File: src/rtl/lsu.sv
// ---------------------------------------------------------------------------
// lsu -- load/store unit between the execute stage and a simple req/gnt,
// rvalid data memory port.
//
// Ports
//   clk, reset             clock (rising edge) and asynchronous active-high reset
//   valid_i                execute stage presents a memory op this cycle
//   alu_res_i              byte address of the op
//   store_data_i           rs2 value for stores
//   mem_rd_i, mem_wr_i     load / store select (both high = no-op)
//   byte_en_i              access size: 00 byte, 01 half, 1x word
//   zero_extnd_i           loads zero-extend when 1, sign-extend when 0
//   mem_req_o .. mem_strb_o  memory request channel (word-aligned address)
//   mem_gnt_i, mem_rvalid_i, mem_rdata_i  memory grant and read response
//   busy_o                 stall to the pipeline
//   rd_valid_o, rd_data_o  load result (rd_data_o holds until next load)
//   done_o                 store complete pulse
//   misaligned_o, err_o    misaligned-op pulse, timeout pulse
// ---------------------------------------------------------------------------
module lsu #(
  parameter int unsigned TIMEOUT_CYC = 255
) (
  input  logic        clk,
  input  logic        reset,
  input  logic        valid_i,
  input  logic [31:0] alu_res_i,
  input  logic [31:0] store_data_i,
  input  logic        mem_rd_i,
  input  logic        mem_wr_i,
  input  logic [1:0]  byte_en_i,
  input  logic        zero_extnd_i,
  output logic        mem_req_o,
  output logic        mem_we_o,
  output logic [31:0] mem_addr_o,
  output logic [31:0] mem_wdata_o,
  output logic [3:0]  mem_strb_o,
  input  logic        mem_gnt_i,
  input  logic        mem_rvalid_i,
  input  logic [31:0] mem_rdata_i,
  output logic        busy_o,
  output logic        rd_valid_o,
  output logic [31:0] rd_data_o,
  output logic        done_o,
  output logic        misaligned_o,
  output logic        err_o
);

  typedef enum logic [1:0] {IDLE = 2'd0, REQ = 2'd1, WAIT = 2'd2} state_t;

  // Abort fires on the last allowed cycle in REQ/WAIT, so at most
  // TIMEOUT_CYC cycles are spent in either state.
  localparam logic [7:0] CNT_LAST = 8'(TIMEOUT_CYC - 1);

  state_t      state_q, state_d;
  logic [7:0]  cnt_q, cnt_d;
  logic        mem_req_q, mem_req_d;
  logic        we_q, we_d;
  logic [31:0] addr_q, addr_d;
  logic [31:0] wdata_q, wdata_d;
  logic [3:0]  strb_q, strb_d;
  logic [1:0]  off_q, off_d;
  logic [1:0]  size_q, size_d;
  logic        zext_q, zext_d;
  logic [31:0] rd_data_q, rd_data_d;
  logic        rd_valid_q, rd_valid_d;
  logic        done_q, done_d;
  logic        mis_q, mis_d;
  logic        err_q, err_d;

  logic        accept;
  logic        op_misaligned;

  function automatic logic [31:0] fmt_wdata(input logic [1:0] size, input logic [31:0] d);
    case (size)
      2'b00:   return {4{d[7:0]}};
      2'b01:   return {2{d[15:0]}};
      default: return d;
    endcase
  endfunction

  function automatic logic [3:0] fmt_strb(input logic [1:0] size, input logic [1:0] off);
    case (size)
      2'b00:   return 4'b0001 << off;
      2'b01:   return 4'b0011 << off;
      default: return 4'b1111;
    endcase
  endfunction

  function automatic logic [31:0] fmt_load(input logic [1:0] size, input logic [1:0] off,
                                           input logic zext, input logic [31:0] rdata);
    logic [31:0] lane;
    lane = rdata >> {off, 3'b000};
    case (size)
      2'b00:   return zext ? {24'h0, lane[7:0]}  : {{24{lane[7]}}, lane[7:0]};
      2'b01:   return zext ? {16'h0, lane[15:0]} : {{16{lane[15]}}, lane[15:0]};
      default: return lane;
    endcase
  endfunction

  // Both selects high (or neither) is not an op at all.
  assign accept = (state_q == IDLE) & valid_i & (mem_rd_i ^ mem_wr_i);

  assign op_misaligned = (byte_en_i == 2'b01) ? alu_res_i[0] :
                         byte_en_i[1]         ? (alu_res_i[1:0] != 2'b00) : 1'b0;

  // A misaligned op completes in the accept cycle, so it never stalls.
  assign busy_o = ~reset & ((state_q != IDLE) | (accept & ~op_misaligned));

  always_comb begin
    state_d    = state_q;
    cnt_d      = cnt_q;
    mem_req_d  = mem_req_q;
    we_d       = we_q;
    addr_d     = addr_q;
    wdata_d    = wdata_q;
    strb_d     = strb_q;
    off_d      = off_q;
    size_d     = size_q;
    zext_d     = zext_q;
    rd_data_d  = rd_data_q;
    rd_valid_d = 1'b0;
    done_d     = 1'b0;
    mis_d      = 1'b0;
    err_d      = 1'b0;

    case (state_q)
      IDLE: begin
        if (accept) begin
          if (op_misaligned) begin
            mis_d = 1'b1;
          end else begin
            state_d   = REQ;
            cnt_d     = 8'd0;
            mem_req_d = 1'b1;
            we_d      = mem_wr_i;
            addr_d    = {alu_res_i[31:2], 2'b00};
            wdata_d   = fmt_wdata(byte_en_i, store_data_i);
            strb_d    = fmt_strb(byte_en_i, alu_res_i[1:0]);
            off_d     = alu_res_i[1:0];
            size_d    = byte_en_i;
            zext_d    = zero_extnd_i;
          end
        end
      end

      REQ: begin
        // rvalid is deliberately not looked at here, even alongside gnt.
        if (mem_gnt_i) begin
          mem_req_d = 1'b0;
          cnt_d     = 8'd0;
          if (we_q) begin
            state_d = IDLE;
            done_d  = 1'b1;
          end else begin
            state_d = WAIT;
          end
        end else if (cnt_q == CNT_LAST) begin
          state_d   = IDLE;
          mem_req_d = 1'b0;
          cnt_d     = 8'd0;
          err_d     = 1'b1;
        end else begin
          cnt_d = cnt_q + 8'd1;
        end
      end

      WAIT: begin
        if (mem_rvalid_i) begin
          state_d    = IDLE;
          cnt_d      = 8'd0;
          rd_data_d  = fmt_load(size_q, off_q, zext_q, mem_rdata_i);
          rd_valid_d = 1'b1;
        end else if (cnt_q == CNT_LAST) begin
          state_d = IDLE;
          cnt_d   = 8'd0;
          err_d   = 1'b1;
        end else begin
          cnt_d = cnt_q + 8'd1;
        end
      end

      default: begin
        state_d   = IDLE;
        cnt_d     = 8'd0;
        mem_req_d = 1'b0;
      end
    endcase
  end

  always_ff @(posedge clk or posedge reset) begin
    if (reset) begin
      state_q    <= IDLE;
      cnt_q      <= 8'd0;
      mem_req_q  <= 1'b0;
      we_q       <= 1'b0;
      addr_q     <= 32'h0;
      wdata_q    <= 32'h0;
      strb_q     <= 4'h0;
      off_q      <= 2'b00;
      size_q     <= 2'b00;
      zext_q     <= 1'b0;
      rd_data_q  <= 32'h0;
      rd_valid_q <= 1'b0;
      done_q     <= 1'b0;
      mis_q      <= 1'b0;
      err_q      <= 1'b0;
    end else begin
      state_q    <= state_d;
      cnt_q      <= cnt_d;
      mem_req_q  <= mem_req_d;
      we_q       <= we_d;
      addr_q     <= addr_d;
      wdata_q    <= wdata_d;
      strb_q     <= strb_d;
      off_q      <= off_d;
      size_q     <= size_d;
      zext_q     <= zext_d;
      rd_data_q  <= rd_data_d;
      rd_valid_q <= rd_valid_d;
      done_q     <= done_d;
      mis_q      <= mis_d;
      err_q      <= err_d;
    end
  end

  assign mem_req_o    = mem_req_q;
  assign mem_we_o     = we_q;
  assign mem_addr_o   = addr_q;
  assign mem_wdata_o  = wdata_q;
  assign mem_strb_o   = strb_q;
  assign rd_valid_o   = rd_valid_q;
  assign rd_data_o    = rd_data_q;
  assign done_o       = done_q;
  assign misaligned_o = mis_q;
  assign err_o        = err_q;

endmodule

File: config.mk
export PLATFORM = sky130hd
export DESIGN_NAME = lsu
export DESIGN_NICKNAME = d
export VERILOG_FILES = /design/src/rtl/lsu.sv
export SDC_FILE = /design/constraint.sdc
export NUM_CORES = 1
export LEC_CHECK = 0
export CORE_MARGIN = 3
export CORE_UTILIZATION = 40
export DETAILED_ROUTE_END_ITERATION = 16
export GPL_ROUTABILITY_DRIVEN = 0
export GPL_TIMING_DRIVEN = 0
export PLACE_DENSITY = 0.77
export SLEW_MARGIN = 10
export SYNTH_ARGS = -nofsm -noshare
export SYNTH_HDL_FRONTEND = slang
export SYNTH_SLANG_ARGS = --single-unit
File: constraint.sdc
create_clock -name clk -period 4.1 [get_ports clk]
set_clock_uncertainty 0.2 [all_clocks]
set_input_delay 0.82 -clock clk [delete_from_list [all_inputs] [get_ports clk]]
set_output_delay 0.82 -clock clk [all_outputs]
set_load 0.02 [all_outputs]
==> metrics.cfg, run 1 <==
[run_status]
outcome = finished, final reports clean

[worst_setup_path]
crit-reg2reg-capture = mem_addr_o[30]$_DFFE_PP0P_
setup.worst_path.class = in2out
cp_data_required_time_ps = 3080
worst_setup_path_startpoint = alu_res_i[0]
regToRegStartpoint = state_q[0]$_DFFE_PP0P_
timing.reg2reg.setup_slack_ps = 1320
worst-path-max-fanout = 19
timing.critical_path.to_type = output port
critical_path.endpoint = busy_o
worst_ep_arrival_time_ps = 2800
startpoint_type = input port
worst-r2r-cell-count = 7

[timing]
grt_setup_unrepaired = false
total_of_endpoints_with_negative_setup_slack_in_the_final_report = 0
totalNegativeSetupSlack_ps = 0
timing_max_transition_violations_final = 0
post-route-worst-setup-slack_ps = 280.4
final-hold-violation-count = 0
max_slew.worst_pin.slew_ps = 1033
max_freq_mhz = 261.8
final_min_period_over_clock_period_pct = 93.16
maxSlewHeadroom_pct = 30.90
fin_crit_ps = 3820

[synth]
synthCells = 615
synth_top_cell_by_area = dfrtp_1
async_flop_share_pct = 100.0
synth_area_leaders = dfrtp_1 53%, nand2_1 13%, mux2i_1 7.3%, a21oi_1 3.9%, o21ai_0 3.0%
yosysWarningCount = 0
synth_area_sq_um = 5627
yosys.area.top_type_share_pct = 52.92
synth_ff_type = dfrtp_1
synth-seq-area-share_pct = 52.92
avgSynthCellArea_sq_um = 9.149
synth_edf_count = 0
synth_cell_types = 52
yosys_register_bits = 119

[final_layout]
synthToLayoutAreaGrowth_pct = 53.06
mostFrequentLayoutCells = 209 x clkdlybuf4s50_1, 188 x nand2_1, 119 x dfrtp_1
post-route-cell-area_sq_um = 8612
final_cell_count_no_fill = 1034
final_common_cell = clkdlybuf4s50_1
post_route_cells_drive_above_1_share_pct = 7.576
antennaDiodeCount = 0
nets = 958
num-fill-cells = 1107

[global_route]
grt_pass1_wl_um = 28080
globalRouteMet2Util_pct = 35.97
grt_antenna_before_repair = 0
grt.busiest_layer = met2
gr-usage-met1_pct = 28.47
maximum_number_of_pins_on_one_net_before_global_route_repair = 38
first_global_vias = 5333
globalRouteOverflowTotal = 0
track_usage_pct = 22.81
global_route.usage.met3_pct = 7.461

[power_and_ir_drop]
powerDensity_nw_per_um2 = 753.9
cellLeakagePower_nw = 3.801
finalPower_mw = 6.493
vdd.ir_drop.worst_uv = 402.2

[floorplan]
starting_density_of_the_core_pct = 41.66
total_number_of_placement_rows = 42
dieArea_sq_um = 15530
ioPinCount = 213
die_width_um = 124.6
core_sq_um = 13510
chipHeight_um = 124.6

[clocking]
worst_skew_pair_latency_ps = 420
clkTransAtPathRegs_ps = 50
cts.sink_count = 119
ctsHtreeMaxLevel = 4
cts_tree = yes
clock_path_buffers = 2
clk_root_buffer_cell = clkbuf_16
postCtsHoldBufs = 0
cts.repair_timing.setup_buffer_count = 0
cts-buffers-inserted = 17

[placement]
detailedPlacementHpwl_um = 13010
place_inst = 1004
place_worst_setup_slack_ps = -81.39
portBuffers = 209
dpl-instance-area_sq_um = 8006

[routing]
post_drt_via_cell_ratio = 5.016
routed_wirelength_um = 17310
via_count = 5187
drt_first_pass_iters = 4
ant_nets = 0
dr.first_iter.drc_count = 342
avgRoutedWirePerCell_um = 16.74
remaining_drc_errors = 0

[run]
maxCapViolCount = 0

[worst_hold_path]
hold_class = reg2reg

[worst min path at each step]
stage	from	to	cells past startpoint	slack (ps)
final	mem_addr_o[15]$_DFFE_PP0P_	mem_addr_o[15]$_DFFE_PP0P_	2	270
after global routing	mem_wdata_o[5]$_DFFE_PP0P_	mem_wdata_o[5]$_DFFE_PP0P_	2	290
after CTS	mem_addr_o[18]$_DFFE_PP0P_	mem_addr_o[18]$_DFFE_PP0P_	2	270
after detailed placement	mem_addr_o[18]$_DFFE_PP0P_	mem_addr_o[18]$_DFFE_PP0P_	2	260
after global placement	mem_addr_o[15]$_DFFE_PP0P_	mem_addr_o[15]$_DFFE_PP0P_	2	260
after floorplan	zext_q$_DFFE_PP0P_	zext_q$_DFFE_PP0P_	2	270
[cell usage after synthesis, types with 7 or more instances]
library cell,number
clkbuf_1,17
mux2_2,9
o21ai_0,34
a21oi_1,44
inv_1,11
nor2_1,41
mux2i_1,41
buf_2,13
nor3_1,7
dfrtp_1,119
o21ai_1,9
nand2_1,188
[final cells by class]
cell class	instances	area [sq um]	share of cell area (%)
Buffer	36	172.7	2.005
Sequential cell	119	2978	34.58
Multi-Input combinational cell	448	2434	28.26
Clock inverter	9	122.6	1.424
Tap cell	176	220.2	2.557
Inverter	12	48.80	0.5666
Clock buffer	22	484.2	5.623
Timing Repair Buffer	212	2152	24.99
[repair_timing]
action                                  4_1_cts  5_1_grt
cloned                                        0        0
pin swaps                                     0        1
resized for setup                             1        3
endpoints found under the setup margin        1        1
[cell families after synthesis]
family / Yosys count / share of synthesized area [%]
xor gates and xnor gates: 2 / 0.3114
AOI/OAI and AO/OA: 118 / 12.45
other: 1 / 0.06665
buffers and inverters: 49 / 3.891
and+or+nand+nor: 270 / 19.92
DFF: 119 / 52.92
muxes: 50 / 9.095
adders and majority gates: 6 / 1.334
[flip-flops by register name (all words and copies together), names as in the netlist]
name / flops
cnt_q: 8
mem_wdata_o: 32
done_o: 1
size_q: 2
misaligned_o: 1
mem_strb_o: 4
zext_q: 1
rd_data_o: 32
off_q: 2
err_o: 1
state_q: 2
mem_addr_o: 30
rd_valid_o: 1
mem_req_o: 1
mem_we_o: 1
[critical path, stage by stage]
cell and delay, ps:
clkdlybuf4s50_1 490, buf_2 220, nand2_1 90, a41oi_1 280, clkbuf_4 300, nor2_1 60
clkdlybuf4s50_1 530
[metal layers]
| layer | routed length (um) | up-vias | share of wire [%] |
|---|---|---|---|
| met5 | 0 | - | 0 |
| met4 | 446 | 0 | 2.6 |
| met2 | 8368 | 157 | 48 |
| met3 | 1159 | 27 | 6.7 |
| li1 | - | 2548 | - |
| met1 | 7338 | 2455 | 42 |
[per-stage QoR]
| stage | hold slack (ps) | util, % |
|---|---|---|
| 4_1_cts | 274.9 | 63.79 |
| 6_report | 269.3 | 63.77 |
| 3_5_place_dp | 261.3 | 59.28 |
| 3_3_place_gp | 256.3 | 58.84 |
| 5_1_grt | 291.6 | 63.77 |
| 2_1_floorplan | 269.8 | - |
[power breakdown]
part	switching, mW	internal [mW]
logic	1.63	1.36
registers	0.297	1.68
clock network	0.514	1.01
(Power assumes the default switching activity.)
==> run 2: changes to the inputs <==
- SETUP_SLACK_MARGIN: default -> 0.2
==> metrics.cfg, run 2 (synthesized netlist as in run 1, its figures left out) <==
[run_status]
outcome = finished, final reports clean

[timing]
final_min_period_over_clock_period_pct = 91.47  ; -1.7 points
max_freq_mhz = 266.6  ; +1.8%
total_of_endpoints_with_negative_setup_slack_in_the_final_report = 0  ; unchanged
maxSlewHeadroom_pct = 29.87  ; -1.0 points
fin_crit_ps = 3750  ; -69.36 ps
timing_max_transition_violations_final = 0  ; unchanged
max_slew.worst_pin.slew_ps = 1048  ; +15.43 ps
grt_setup_unrepaired = false
final-hold-violation-count = 0  ; unchanged

[global_route]
grt_pass1_wl_um = 28100  ; about the same
globalRouteOverflowTotal = 0  ; unchanged
maximum_number_of_pins_on_one_net_before_global_route_repair = 38  ; unchanged
track_usage_pct = 22.83  ; about the same
first_global_vias = 5334  ; +0.019%
grt_antenna_before_repair = 0  ; unchanged

[floorplan]
chipHeight_um = 124.6  ; unchanged
die_width_um = 124.6  ; unchanged
ioPinCount = 213  ; unchanged
core_sq_um = 13510  ; unchanged
total_number_of_placement_rows = 42  ; unchanged
starting_density_of_the_core_pct = 41.66  ; unchanged
dieArea_sq_um = 15530  ; unchanged

[final_layout]
antennaDiodeCount = 0  ; unchanged
synthToLayoutAreaGrowth_pct = 53.21
final_cell_count_no_fill = 1035  ; +0.097%
mostFrequentLayoutCells = 208 x clkdlybuf4s50_1, 188 x nand2_1, 119 x dfrtp_1
post_route_cells_drive_above_1_share_pct = 7.683  ; +0.11 points
post-route-cell-area_sq_um = 8621  ; +0.10%
nets = 959  ; +0.10%
final_common_cell = clkdlybuf4s50_1
finalCoreUtilization_pct = 63.83  ; +0.065 points

[worst_setup_path]
timing.critical_path.buf_inv = 5  ; +1
crit_path_cell_trace = clkdlybuf4s50_1, clkbuf_4, o21ai_0, a41oi_1, buf_4, clkbuf_4, nor2_1, dlygate4sd2_1
setup.worst_path.class = in2out
timing.critical_path.to_type = output port
path_delay_family = buffers and inverters
worst_path_largest_cell_delay_ps = 500  ; -30 ps
worst_ep_arrival_time_ps = 2730  ; -70 ps
cp_common_cell = clkbuf_4
worst-path-max-fanout = 10  ; -9
crit_slowest_cell = clkdlybuf4s50_1
startpoint_type = input port
cp_data_required_time_ps = 3080  ; about the same

[power_and_ir_drop]
cellLeakagePower_nw = 3.810  ; +0.23%
vdd.ir_drop.worst_uv = 402.8  ; +0.13%
powerDensity_nw_per_um2 = 754.2  ; about the same
finalPower_mw = 6.502  ; +0.14%

[placement]
place_inst = 1004  ; unchanged
detailedPlacementHpwl_um = 13010  ; unchanged
portBuffers = 209  ; unchanged
dpl-instance-area_sq_um = 8006  ; unchanged

[worst_hold_path]
hold_class = reg2reg

[clocking]
cts.sink_count = 119  ; unchanged
clkTransAtPathRegs_ps = 50  ; about the same
cts-buffers-inserted = 17  ; unchanged
ctsHtreeMaxLevel = 4  ; unchanged
postCtsHoldBufs = 0  ; unchanged
worst_skew_pair_latency_ps = 420  ; about the same
clock_path_buffers = 2  ; unchanged
cts_tree = yes
clk_root_buffer_cell = clkbuf_16

[run]
maxCapViolCount = 0  ; unchanged

[routing]
avgRoutedWirePerCell_um = 16.74  ; about the same
routed_wirelength_um = 17330  ; +0.10%
via_count = 5217  ; +0.58%
dr.first_iter.drc_count = 343  ; +0.29%
ant_nets = 0  ; unchanged
post_drt_via_cell_ratio = 5.041  ; +0.48%
drt_first_pass_iters = 4  ; unchanged
remaining_drc_errors = 0  ; unchanged

==> run 2: changes by cell type in the layout (fill, tap and decap cells not counted) <==
cell	before	now
buf_4	3	4
o21ai_0	33	34
dlygate4sd2_1	0	1
o21ai_1	10	9
buf_2	12	11
clkbuf_4	1	2
clkdlybuf4s50_1	209	208
==> run 2: path summary, 6_finish.rpt <==
kind | start | to | slack [ps] | cells after the start
max | alu_res_i[0] | busy_o | 350 | 8
min | mem_addr_o[9]$_DFFE_PP0P_ | mem_addr_o[9]$_DFFE_PP0P_ | 270 | 2
max reg2reg | state_q[0]$_DFFE_PP0P_ | mem_addr_o[30]$_DFFE_PP0P_ | 1320 | 7
min reg2reg | mem_addr_o[9]$_DFFE_PP0P_ | mem_addr_o[9]$_DFFE_PP0P_ | 270 | 2
max in group asynchronous | reset | mem_addr_o[28]$_DFFE_PP0P_ | 2370 | 4
min in group asynchronous | reset | mem_we_o$_DFFE_PP0P_ | 570 | 2
==> run 2: final cells by class <==
cell class | count | area [sq um]
Buffer | 37 | 182.7
Fill cell | 1108 | 4885
Clock inverter | 9 | 122.6
Inverter | 12 | 48.80
Sequential cell | 119 | 2978
Clock buffer | 22 | 484.2
Multi-Input combinational cell | 448 | 2434
Timing Repair Buffer | 212 | 2151
Tap cell | 176 | 220.2
==> run 2: layer usage <==
layer  wire length [um]  global-route usage (%)  vias up
met5                  0                       0        -
met4                500                   10.51        0
met3               1165                   7.461       33
met2               8242                   36.04      177
met1               7422                   28.47     2464
li1                   -                       -     2543
==> run 2: stage by stage <==
stage               worst slack, ps  TNS (ps)  hold WS [ps]
global placement             -74.90    -74.90         256.3
CTS                           334.3         0         274.9
global route                  199.0         0         291.6
finish                        349.7         0         269.3
floorplan                      1121         0         269.8
detailed placement           -81.39    -81.39         261.3
==> run 2: worst reg2reg max path: stages (launching register included) <==
cell,delay (ps)
dfrtp_1,440
inv_1,110
ha_1,220
nand2_1,180
nor4_2,900
clkbuf_1,470
nand2_1,110
nand2_1,80
==> run 2: repair_timing <==
| action | CTS | global route |
|---|---|---|
| buffers inserted | 0 | 0 |
| setup endpoints to repair | 1 | 1 |
| resized for setup | 3 | 3 |
| pin swaps | 1 | 1 |
==> run 2: where the power goes <==
group	internal, mW	switching, mW	total [mW]
logic	1.36	1.63	2.99
registers	1.68	0.297	1.98
clock network	1.01	0.516	1.53
